## src/rtl/keypad_icnumber_entry.sv

```systemverilog
// Keypad front end for the IC tester: scans a 4x4 matrix, debounces whole-scan frames,
// and assembles the typed part number as packed BCD with a '#' confirm level (icg).
//
// state          | meaning
// S_IDLE         | no key held, waiting for a key frame
// S_PRESS_WAIT   | candidate key seen, counting identical frames
// S_HELD         | key accepted, waiting for a none frame
// S_RELEASE_WAIT | counting none frames before re-arming
module keypad_icnumber_entry #(
  parameter int SCAN_DIV       = 50000,
  parameter int DEBOUNCE_SCANS = 4
) (
  input  logic        clk,
  input  logic        rst_n,
  input  logic [3:0]  row,
  output logic [3:0]  col,
  output logic [31:0] ICNumber,
  output logic [3:0]  digit_count,
  output logic        icg,
  output logic        key_valid,
  output logic [3:0]  key_code
);

  localparam int            DW         = $clog2(SCAN_DIV);
  localparam logic [DW-1:0] DWELL_LAST = DW'(SCAN_DIV - 1);
  localparam logic [3:0]    DEB        = 4'(DEBOUNCE_SCANS);

  typedef enum logic [1:0] {
    S_IDLE,
    S_PRESS_WAIT,
    S_HELD,
    S_RELEASE_WAIT
  } state_t;

  logic [3:0]    row_s1, row_s2;
  logic [DW-1:0] dwell;
  logic [1:0]    col_idx;
  logic          dwell_last;
  logic          frame_end;

  logic          col_hit;
  logic [1:0]    hit_row;
  logic [3:0]    cur_code;
  logic          frame_hit_v;
  logic [3:0]    frame_hit_code;
  logic          frame_key_v;
  logic [3:0]    frame_key;

  state_t        state, state_nx;
  logic [3:0]    cnt, cnt_nx;
  logic [3:0]    cand, cand_nx;
  logic          accept;

  logic [31:0]   icn_nx;
  logic [3:0]    dcount_nx;
  logic          icg_nx;
  logic          kv_nx;
  logic [3:0]    kc_nx;

  function automatic logic [3:0] key_lookup(input logic [1:0] r, input logic [1:0] c);
    logic [3:0] code;
    case ({r, c})
      4'h0: code = 4'h1;
      4'h1: code = 4'h2;
      4'h2: code = 4'h3;
      4'h3: code = 4'hA;
      4'h4: code = 4'h4;
      4'h5: code = 4'h5;
      4'h6: code = 4'h6;
      4'h7: code = 4'hB;
      4'h8: code = 4'h7;
      4'h9: code = 4'h8;
      4'hA: code = 4'h9;
      4'hB: code = 4'hC;
      4'hC: code = 4'hE;
      4'hD: code = 4'h0;
      4'hE: code = 4'hF;
      default: code = 4'hD;
    endcase
    return code;
  endfunction

  // row is asynchronous to clk
  always_ff @(posedge clk) begin
    if (!rst_n) begin
      row_s1 <= 4'hF;
      row_s2 <= 4'hF;
    end else begin
      row_s1 <= row;
      row_s2 <= row_s1;
    end
  end

  assign dwell_last = (dwell == DWELL_LAST);
  assign frame_end  = dwell_last && (col_idx == 2'd3);

  always_ff @(posedge clk) begin
    if (!rst_n) begin
      dwell   <= '0;
      col_idx <= 2'd0;
    end else if (dwell_last) begin
      dwell   <= '0;
      col_idx <= col_idx + 2'd1;
    end else begin
      dwell   <= dwell + DW'(1);
    end
  end

  assign col = ~(4'b0001 << col_idx);

  always_comb begin
    col_hit = ~&row_s2;
    casez (row_s2)
      4'b???0: hit_row = 2'd0;
      4'b??01: hit_row = 2'd1;
      4'b?011: hit_row = 2'd2;
      default: hit_row = 2'd3;
    endcase
    cur_code = key_lookup(hit_row, col_idx);
  end

  // First hit in column order wins; the column-3 sample is folded in combinationally.
  always_ff @(posedge clk) begin
    if (!rst_n) begin
      frame_hit_v    <= 1'b0;
      frame_hit_code <= 4'h0;
    end else if (dwell_last) begin
      if (col_idx == 2'd3) begin
        frame_hit_v <= 1'b0;
      end else if (!frame_hit_v && col_hit) begin
        frame_hit_v    <= 1'b1;
        frame_hit_code <= cur_code;
      end
    end
  end

  assign frame_key_v = frame_hit_v | col_hit;
  assign frame_key   = frame_hit_v ? frame_hit_code : cur_code;

  always_ff @(posedge clk) begin
    if (!rst_n) begin
      state       <= S_IDLE;
      cnt         <= 4'd0;
      cand        <= 4'd0;
      ICNumber    <= 32'd0;
      digit_count <= 4'd0;
      icg         <= 1'b0;
      key_valid   <= 1'b0;
      key_code    <= 4'd0;
    end else begin
      state       <= state_nx;
      cnt         <= cnt_nx;
      cand        <= cand_nx;
      ICNumber    <= icn_nx;
      digit_count <= dcount_nx;
      icg         <= icg_nx;
      key_valid   <= kv_nx;
      key_code    <= kc_nx;
    end
  end

  always_comb begin
    state_nx = state;
    cnt_nx   = cnt;
    cand_nx  = cand;
    accept   = 1'b0;
    if (frame_end) begin
      case (state)
        S_IDLE: begin
          if (frame_key_v) begin
            cand_nx = frame_key;
            if (DEB == 4'd1) begin
              accept   = 1'b1;
              cnt_nx   = 4'd0;
              state_nx = S_HELD;
            end else begin
              cnt_nx   = 4'd1;
              state_nx = S_PRESS_WAIT;
            end
          end
        end
        S_PRESS_WAIT: begin
          if (!frame_key_v) begin
            cnt_nx   = 4'd0;
            state_nx = S_IDLE;
          end else if (frame_key == cand) begin
            cnt_nx = cnt + 4'd1;
            if (cnt_nx == DEB) begin
              accept   = 1'b1;
              state_nx = S_HELD;
            end
          end else begin
            cand_nx = frame_key;
            cnt_nx  = 4'd1;
          end
        end
        S_HELD: begin
          if (!frame_key_v) begin
            cnt_nx   = 4'd1;
            state_nx = (DEB == 4'd1) ? S_IDLE : S_RELEASE_WAIT;
          end
        end
        default: begin
          if (frame_key_v) begin
            state_nx = S_HELD;
          end else begin
            cnt_nx = cnt + 4'd1;
            if (cnt_nx == DEB) state_nx = S_IDLE;
          end
        end
      endcase
    end
  end

  // Entry rules; every output is registered together so they move in the same cycle.
  always_comb begin
    icn_nx    = ICNumber;
    dcount_nx = digit_count;
    icg_nx    = icg;
    kv_nx     = 1'b0;
    kc_nx     = key_code;
    if (accept) begin
      kv_nx = 1'b1;
      kc_nx = cand_nx;
      if (cand_nx <= 4'd9) begin
        if (digit_count < 4'd8) begin
          icn_nx    = {ICNumber[27:0], cand_nx};
          dcount_nx = digit_count + 4'd1;
          icg_nx    = 1'b0;
        end
      end else if (cand_nx == 4'hF) begin
        if (digit_count != 4'd0) icg_nx = 1'b1;
      end else if (cand_nx == 4'hE) begin
        icn_nx    = 32'd0;
        dcount_nx = 4'd0;
        icg_nx    = 1'b0;
      end
    end
  end

endmodule
```

## config.mk

```make
export PLATFORM = sky130hd
export DESIGN_NAME = keypad_icnumber_entry
export DESIGN_NICKNAME = d
export VERILOG_FILES = /design/src/rtl/keypad_icnumber_entry.sv
export SDC_FILE = /design/constraint.sdc
export NUM_CORES = 1
export LEC_CHECK = 0
export CAP_MARGIN = 5
export CORE_MARGIN = 3
export CORE_UTILIZATION = 48
export CTS_BUF_LIST = sky130_fd_sc_hd__clkbuf_8
export DETAILED_ROUTE_END_ITERATION = 8
export PLACE_DENSITY_LB_ADDON = 0.2
export SLEW_MARGIN = 40
export SYNTH_ARGS = -nofsm -noshare
export SYNTH_HDL_FRONTEND = slang
export SYNTH_SLANG_ARGS = --single-unit
```

## constraint.sdc

```tcl
create_clock -name clk -period 4.1 [get_ports clk]
set_input_delay 0.82 -clock clk [delete_from_list [all_inputs] [get_ports clk]]
set_output_delay 0.82 -clock clk [all_outputs]
set_load 0.05 [all_outputs]
```

==> run_summary.xml, run 1 <==
<?xml version="1.0" encoding="UTF-8"?>
<metrics>
  <group name="setup_path">
    <metric name="path_cells" unit="">or4b_1 -&gt; or4_1 -&gt; nor3_4 -&gt; buf_4 -&gt; mux2i_1 -&gt; a21oi_1 -&gt; o22a_4 -&gt; o21ai_4 -&gt; buf_12 -&gt; a2bb2oi_2</metric>
    <metric name="critPathCaptureType" unit="">flop</metric>
    <metric name="crit_slowest_cell" unit="">sky130_fd_sc_hd__or4_1</metric>
    <metric name="timing.critical_path.fanout_max" unit="">26</metric>
    <metric name="crit_required" unit="ps">4340</metric>
    <metric name="start_kind" unit="">flop</metric>
    <metric name="arrival" unit="ps">3970</metric>
    <metric name="cpPeakStageDelay" unit="ps">710</metric>
    <metric name="crit_type" unit="">flop to flop</metric>
  </group>
  <group name="grt">
    <metric name="globalRouteOverflowTotal" unit="">0</metric>
    <metric name="grt_start_max_net_pins" unit="">32</metric>
    <metric name="grt_usage" unit="%">17.6</metric>
    <metric name="antenna_found_initial" unit="">0</metric>
    <metric name="grt_first_pass_wirelength" unit="um">12900</metric>
    <metric name="first_global_vias" unit="">2753</metric>
  </group>
  <group name="routing">
    <metric name="drt_pass1_iterations" unit="">4</metric>
    <metric name="route.detailed.wl_per_inst" unit="um">13.9</metric>
    <metric name="detailedRoute.firstIterationViolations" unit="">130</metric>
    <metric name="totalWireLength" unit="um">7750</metric>
    <metric name="remaining_antenna_violation_count" unit="">0</metric>
    <metric name="post_drt_via_cell_ratio" unit="">5.31</metric>
    <metric name="remaining_drc_errors" unit="">0</metric>
    <metric name="vias" unit="">2967</metric>
  </group>
  <group name="final_layout">
    <metric name="num-nets-final" unit="">475</metric>
    <metric name="mostFrequentLayoutCell" unit="">sky130_fd_sc_hd__dfxtp_1</metric>
    <metric name="drive_gt1_share" unit="%">14.0</metric>
    <metric name="area_growth" unit="%">20.8</metric>
    <metric name="final_cell_mix" unit="">83 x sky130_fd_sc_hd__dfxtp_1, 51 x sky130_fd_sc_hd__clkdlybuf4s50_1, 49 x sky130_fd_sc_hd__nand2_1</metric>
    <metric name="final_cells" unit="">559</metric>
    <metric name="regArea" unit="sq um">1660</metric>
    <metric name="diode_insertion_count_for_antenna_repair" unit="">0</metric>
    <metric name="finalInstanceArea" unit="sq um">4750</metric>
    <metric name="num-fill-cells" unit="">682</metric>
    <metric name="multi_input_area" unit="sq um">2080</metric>
  </group>
  <group name="die">
    <metric name="core_footprint" unit="sq um">7850</metric>
    <metric name="die_h" unit="um">96.5</metric>
    <metric name="total_die_area" unit="sq um">9310</metric>
    <metric name="die-width" unit="um">96.5</metric>
    <metric name="ios" unit="">52</metric>
    <metric name="placementRows" unit="">32</metric>
    <metric name="initial_utilization" unit="%">50.1</metric>
  </group>
  <group name="sta">
    <metric name="setup_total_negative_slack" unit="ps">0</metric>
    <metric name="max_clock_freq" unit="MHz">268</metric>
    <metric name="setup_ws" unit="ps">369</metric>
    <metric name="max_slew_headroom" unit="%">55.3</metric>
    <metric name="timing_max_transition_violations_final" unit="">0</metric>
    <metric name="finalWorstPathRequiredPeriod" unit="ps">3730</metric>
    <metric name="final.period_utilization" unit="%">91.0</metric>
    <metric name="final-setup-viol-count" unit="">0</metric>
    <metric name="finalClockSkew" unit="ps">6.54</metric>
    <metric name="timing.final.hold_violations" unit="">0</metric>
    <metric name="rsz0062_at_grt" unit="">no</metric>
    <metric name="max_slew.worst_pin.slew" unit="ps">664</metric>
  </group>
  <group name="placement">
    <metric name="detailed_place.area" unit="sq um">4540</metric>
    <metric name="dp.cells" unit="">545</metric>
    <metric name="detailedPlace.worstSlack" unit="ps">396</metric>
    <metric name="dp_hpwl" unit="um">5540</metric>
    <metric name="gp_congestion" unit="">0.824</metric>
    <metric name="port_buffers" unit="">51</metric>
  </group>
  <group name="pwr">
    <metric name="pwr_density" unit="nW/um^2">314</metric>
    <metric name="netSwitchingFraction" unit="%">21.7</metric>
    <metric name="switching_power" unit="mW">0.323</metric>
    <metric name="design_power_total" unit="mW">1.49</metric>
    <metric name="clock_power_share" unit="%">41.4</metric>
    <metric name="combinationalPowerShare" unit="%">3.8</metric>
    <metric name="leakagePower" unit="nW">1.64</metric>
    <metric name="peakVddDrop" unit="V">0.000163</metric>
    <metric name="power.internal" unit="mW">1.17</metric>
    <metric name="register_share_of_total_power" unit="%">54.7</metric>
  </group>
  <group name="clocking">
    <metric name="root_buffer" unit="">sky130_fd_sc_hd__clkbuf_8</metric>
    <metric name="insertion_delay" unit="ps">350</metric>
    <metric name="clkSlewWorstSetupHoldPaths" unit="ps">80</metric>
    <metric name="cts_sinks" unit="">83</metric>
    <metric name="cts_setup_buffers" unit="">0</metric>
    <metric name="cts.htree.levels" unit="">3</metric>
    <metric name="tritoncts.num_buffers" unit="">9</metric>
    <metric name="max-clock-path-buffers" unit="">2</metric>
    <metric name="postCtsResizedCells" unit="">0</metric>
    <metric name="tritoncts" unit="">done</metric>
    <metric name="cts_hold_buffers" unit="">0</metric>
  </group>
  <group name="synth">
    <metric name="yosysWarningCount" unit="">0</metric>
    <metric name="synthesis.nets" unit="">423</metric>
    <metric name="synth_enable_flop_cells" unit="">0</metric>
    <metric name="syn_avg_cell_area" unit="sq um">9.78</metric>
    <metric name="postSynthRegisterBits" unit="">83</metric>
    <metric name="synthDominantCellAreaShare" unit="%">42.3</metric>
    <metric name="post_synth_num_cell_types" unit="">52</metric>
    <metric name="ys_async_sr_fraction" unit="%">0</metric>
    <metric name="syn_area" unit="sq um">3930</metric>
    <metric name="synth_top_area_cell" unit="">sky130_fd_sc_hd__dfxtp_1</metric>
    <metric name="ys.flop_type" unit="">sky130_fd_sc_hd__dfxtp_1</metric>
    <metric name="synth_top_cells_by_area" unit="">sky130_fd_sc_hd__dfxtp_1 42%, sky130_fd_sc_hd__a2bb2oi_2 11%, sky130_fd_sc_hd__ha_1 4.8%, sky130_fd_sc_hd__nand2_1 4.7%, sky130_fd_sc_hd__nor2_1 3.7%</metric>
    <metric name="yosysSeqAreaShare" unit="%">42.3</metric>
    <metric name="synth_instances" unit="">402</metric>
  </group>
  <group name="min_path">
    <metric name="min_path_type" unit="">flop to flop</metric>
  </group>
  <group name="outcome">
    <metric name="status" unit="">completed</metric>
  </group>
  <group name="flow_run">
    <metric name="maxCapViolCount" unit="">0</metric>
  </group>
</metrics>
## cell families (layout without fill, tap and decap cells)
| kind of cell | after synthesis | after routing | share of synthesized area [%] |
|---|---|---|---|
| AO/OA/AOI/OAI | 73 | 73 | 19.0 |
| XOR/XNOR | 19 | 19 | 4.23 |
| adder cells (fa/ha/maj) | 15 | 15 | 4.78 |
| buffers and inverters | 39 | 94 | 4.90 |
| flip-flops | 83 | 83 | 42.3 |
| multiplexers | 19 | 19 | 5.00 |
| AND/OR/NAND/NOR | 154 | 154 | 19.8 |
## worst max-delay path: cells and delay by family (launching register included)
| kind | cells | cell delay (ps) |
|---|---|---|
| AO/OA/AOI/OAI | 4 | 940 |
| buffers and inverters | 2 | 430 |
| flip-flops | 1 | 350 |
| AND/OR/NAND/NOR | 3 | 1500 |
| multiplexers | 1 | 390 |
## final timing paths
kind | cells after the start | start | slack, ps | end
hold reg to reg | 1 | row_s1[1] | 410 | row_s2[1]
setup / recovery | 10 | dwell[7] | 370 | ICNumber[19]
hold / removal | 1 | row_s1[1] | 410 | row_s2[1]
setup reg to reg | 10 | dwell[7] | 370 | ICNumber[19]
## synthesized netlist by cell type (all sizes together), types with 3 or more instances
| library cell | number |
|---|---|
| a211oi | 5 |
| a21boi | 4 |
| a21oi | 9 |
| a2bb2oi | 29 |
| and2 | 5 |
| buf | 7 |
| clkbuf | 11 |
| dfxtp | 83 |
| ha | 15 |
| inv | 21 |
| mux2 | 5 |
| mux2i | 14 |
| nand2 | 49 |
| nand2b | 13 |
| nand3 | 14 |
| nand4 | 7 |
| nor2 | 40 |
| nor2b | 3 |
| nor3 | 4 |
| nor4 | 4 |
| o21ai | 10 |
| or3 | 3 |
| or4 | 3 |
| xnor2 | 15 |
| xor2 | 4 |
## per-stage QoR
step	hold slack, ps	util, %
floorplan	386	-
global placement	393	57.9
detailed placement	398	57.9
CTS	418	60.5
global route	435	60.5
finish	412	60.5
## sequential cells by signal, indices dropped and copies added (netlist names), named ones only
register / flops
row_s2: 4
state: 1
col_idx: 2
key_code: 4
cnt: 4
frame_hit_v: 1
frame_hit_code: 4
dwell: 16
ICNumber: 32
key_valid: 1
digit_count: 4
icg: 1
row_s1: 4
cand: 4
## cell type report
| type | instances | share of cell area (%) |
|---|---|---|
| clock buffers | 9 | 2.61 |
| clock inverters | 5 | 1.69 |
| inverters | 21 | 1.66 |
| multi-input cells | 280 | 43.8 |
| flip-flops and latches | 83 | 35.0 |
| well taps | 102 | 2.69 |
| repair buffers | 59 | 12.5 |
## layer usage
metal,vias up,part of all wire (%),global-route usage [%]
met3,8,4.2,4.42
met4,0,1.1,6.78
met5,-,0,0
li1,1504,-,-
met2,60,45,25.6
met1,1395,49,25.1
## power groups by stage
stage	Clock, mW	Sequential, mW	Combinational (mW)
2_1_floorplan	0	0.833	0.0442
3_3_place_gp	0	0.835	0.0570
3_5_place_dp	0	0.835	0.0578
4_1_cts	0.636	0.816	0.0579
5_1_grt	0.667	0.817	0.0631
6_report	0.618	0.816	0.0573
Power figures use the tool's default switching activity.
==> run 2: changes to the inputs <==
Settings changed: CAP_MARGIN 5 to 20.
==> results of run 2 <==
No change in the layout: final DEF, timing and power equal those of run 1.
==> run 3: changes to the inputs <==
Settings changed: CORE_ASPECT_RATIO set to 2.
==> run 3 against run 2 <==
Worst hold slack worse by 0.70 ps; sequential share of layout area down 0.17 points; clock power decreased by 3.7%; combinational power rose by 0.7%; setup slack worse by 28 ps; final area grew 0.47%; routed wire length grew 9.6%; register-to-register slack worse by 30 ps; clock-buffer cell count is the same; critical path type unchanged; power fell by 1.6%; sequential power about the same.
==> run_summary.xml, run 3 (synthesis gave the netlist of run 1 again) <==
<?xml version="1.0" encoding="UTF-8"?>
<metrics>
  <group name="clocking">
    <metric name="cts.htree.levels" unit="">3</metric>
    <metric name="insertion_delay" unit="ps">370</metric>
    <metric name="tritoncts.num_buffers" unit="">9</metric>
    <metric name="clkSlewWorstSetupHoldPaths" unit="ps">90</metric>
    <metric name="cts_sinks" unit="">83</metric>
    <metric name="max-clock-path-buffers" unit="">2</metric>
    <metric name="postCtsResizedCells" unit="">0</metric>
    <metric name="cts_hold_buffers" unit="">0</metric>
    <metric name="root_buffer" unit="">sky130_fd_sc_hd__clkbuf_8</metric>
    <metric name="cts_setup_buffers" unit="">0</metric>
    <metric name="tritoncts" unit="">done</metric>
  </group>
  <group name="sta">
    <metric name="timing_max_transition_violations_final" unit="">0</metric>
    <metric name="max_clock_freq" unit="MHz">266</metric>
    <metric name="final.period_utilization" unit="%">91.7</metric>
    <metric name="final-setup-viol-count" unit="">0</metric>
    <metric name="max_slew.worst_pin.slew" unit="ps">626</metric>
    <metric name="rsz0062_at_grt" unit="">no</metric>
    <metric name="finalWorstPathRequiredPeriod" unit="ps">3760</metric>
    <metric name="max_slew_headroom" unit="%">57.8</metric>
    <metric name="timing.final.hold_violations" unit="">0</metric>
    <metric name="setup_total_negative_slack" unit="ps">0</metric>
    <metric name="finalClockSkew" unit="ps">10.3</metric>
  </group>
  <group name="setup_path">
    <metric name="cpPeakStageDelay" unit="ps">700</metric>
    <metric name="crit_required" unit="ps">4410</metric>
    <metric name="crit_type" unit="">flop to flop</metric>
    <metric name="critPathCaptureType" unit="">flop</metric>
    <metric name="arrival" unit="ps">4070</metric>
    <metric name="cp_num_buf_inv" unit="">1</metric>
    <metric name="path_cells" unit="">or4b_1 -&gt; or4_1 -&gt; nor3_4 -&gt; mux2_2 -&gt; or3_4 -&gt; o22a_4 -&gt; nor2_8 -&gt; buf_4 -&gt; a2bb2oi_2</metric>
    <metric name="start_kind" unit="">flop</metric>
    <metric name="crit_slowest_cell" unit="">sky130_fd_sc_hd__or4_1</metric>
    <metric name="timing.critical_path.max_delay_family" unit="">simple AND/OR/NAND/NOR gates</metric>
    <metric name="timing.critical_path.fanout_max" unit="">20</metric>
  </group>
  <group name="grt">
    <metric name="globalRouteOverflowTotal" unit="">0</metric>
    <metric name="grt_first_pass_wirelength" unit="um">14100</metric>
    <metric name="grt_usage" unit="%">19.0</metric>
    <metric name="antenna_found_initial" unit="">0</metric>
    <metric name="first_global_vias" unit="">3121</metric>
    <metric name="grt_start_max_net_pins" unit="">32</metric>
  </group>
  <group name="pwr">
    <metric name="netSwitchingFraction" unit="%">23.9</metric>
    <metric name="clock_power_share" unit="%">40.5</metric>
    <metric name="switching_power" unit="mW">0.351</metric>
    <metric name="combinationalPowerShare" unit="%">3.9</metric>
    <metric name="leakagePower" unit="nW">1.66</metric>
    <metric name="peakVddDrop" unit="V">0.000189</metric>
    <metric name="register_share_of_total_power" unit="%">55.6</metric>
    <metric name="pwr_density" unit="nW/um^2">308</metric>
    <metric name="power.internal" unit="mW">1.12</metric>
  </group>
  <group name="final_layout">
    <metric name="biggestRegsByFlops" unit="">ICNumber: 32 flops, dwell: 16 flops</metric>
    <metric name="mostFrequentLayoutCell" unit="">sky130_fd_sc_hd__dfxtp_1</metric>
    <metric name="largest_register" unit="">ICNumber</metric>
    <metric name="final_cell_mix" unit="">83 x sky130_fd_sc_hd__dfxtp_1, 51 x sky130_fd_sc_hd__clkdlybuf4s50_1, 49 x sky130_fd_sc_hd__nand2_1</metric>
    <metric name="area_growth" unit="%">21.3</metric>
    <metric name="num-nets-final" unit="">481</metric>
    <metric name="diode_insertion_count_for_antenna_repair" unit="">0</metric>
    <metric name="flip_flop_count_of_the_largest_register_all_copies_and_words_added" unit="">32</metric>
    <metric name="final_cells" unit="">561</metric>
    <metric name="num-fill-cells" unit="">724</metric>
    <metric name="drive_gt1_share" unit="%">15.5</metric>
    <metric name="regArea" unit="sq um">1660</metric>
    <metric name="multi_input_area" unit="sq um">2080</metric>
  </group>
  <group name="die">
    <metric name="die-width" unit="um">70.0</metric>
    <metric name="ios" unit="">52</metric>
    <metric name="die_h" unit="um">134</metric>
    <metric name="core_footprint" unit="sq um">7940</metric>
    <metric name="placementRows" unit="">46</metric>
    <metric name="initial_utilization" unit="%">49.5</metric>
    <metric name="total_die_area" unit="sq um">9370</metric>
  </group>
  <group name="routing">
    <metric name="route.detailed.wl_per_inst" unit="um">15.1</metric>
    <metric name="post_drt_via_cell_ratio" unit="">5.41</metric>
    <metric name="detailedRoute.firstIterationViolations" unit="">96</metric>
    <metric name="totalWireLength" unit="um">8490</metric>
    <metric name="remaining_antenna_violation_count" unit="">0</metric>
    <metric name="vias" unit="">3036</metric>
    <metric name="remaining_drc_errors" unit="">0</metric>
    <metric name="drt_pass1_iterations" unit="">4</metric>
  </group>
  <group name="placement">
    <metric name="gp_congestion" unit="">0.775</metric>
    <metric name="dp_hpwl" unit="um">6620</metric>
    <metric name="dp.cells" unit="">545</metric>
    <metric name="port_buffers" unit="">51</metric>
  </group>
  <group name="min_path">
    <metric name="min_path_type" unit="">flop to flop</metric>
  </group>
  <group name="outcome">
    <metric name="status" unit="">completed</metric>
  </group>
  <group name="flow_run">
    <metric name="maxCapViolCount" unit="">0</metric>
  </group>
</metrics>
==> run 3: cell count changes in the layout (fill, tap and decap cells not counted), sizes merged <==
cell and change:
clkinvlp +2, inv +1, buf +6, bufinv -1
==> run 3: power groups by stage <==
stage | combinational (mW) | clock, mW | sequential, mW
after CTS | 0.0586 | 0.615 | 0.816
after global placement | 0.0575 | 0 | 0.835
after floorplan | 0.0442 | 0 | 0.833
final | 0.0577 | 0.595 | 0.816
after global routing | 0.0638 | 0.640 | 0.817
after detailed placement | 0.0583 | 0 | 0.835
==> run 3: metal layers <==
metal / wire [um] / global-route usage, %
met1: 2930 / 16.2
met2: 5000 / 38.8
met3: 273 / 3.45
met4: 289 / 11.0
met5: 0 / 0
==> run 3: layout make-up <==
cell class / count / share of cell area, %
Timing Repair Buffer: 65 / 13.2
Tap cell: 96 / 2.52
Multi-Input combinational cell: 280 / 43.6
Clock buffer: 9 / 2.60
Clock inverter: 7 / 1.63
Sequential cell: 83 / 34.8
Inverter: 21 / 1.65
==> run 3: per-stage QoR <==
stage	total power, mW	area, sq um	setup WS, ps	utilization (%)	hold WS, ps
floorplan	0.877	3930	625	-	386
global placement	0.892	4570	415	57.5	389
global route	1.52	4770	190	60.0	422
detailed placement	0.893	4570	343	57.5	396
finish	1.47	4770	341	60.0	412
CTS	1.49	4770	326	60.0	416
==> run 3: worst paths after layout <==
path             endpoint  slack [ps]  cells after the start      start
min             row_s2[3]         410                      1  row_s1[3]
min reg2reg     row_s2[3]         410                      1  row_s1[3]
max reg2reg  ICNumber[13]         340                      9   dwell[7]
max          ICNumber[13]         340                      9   dwell[7]
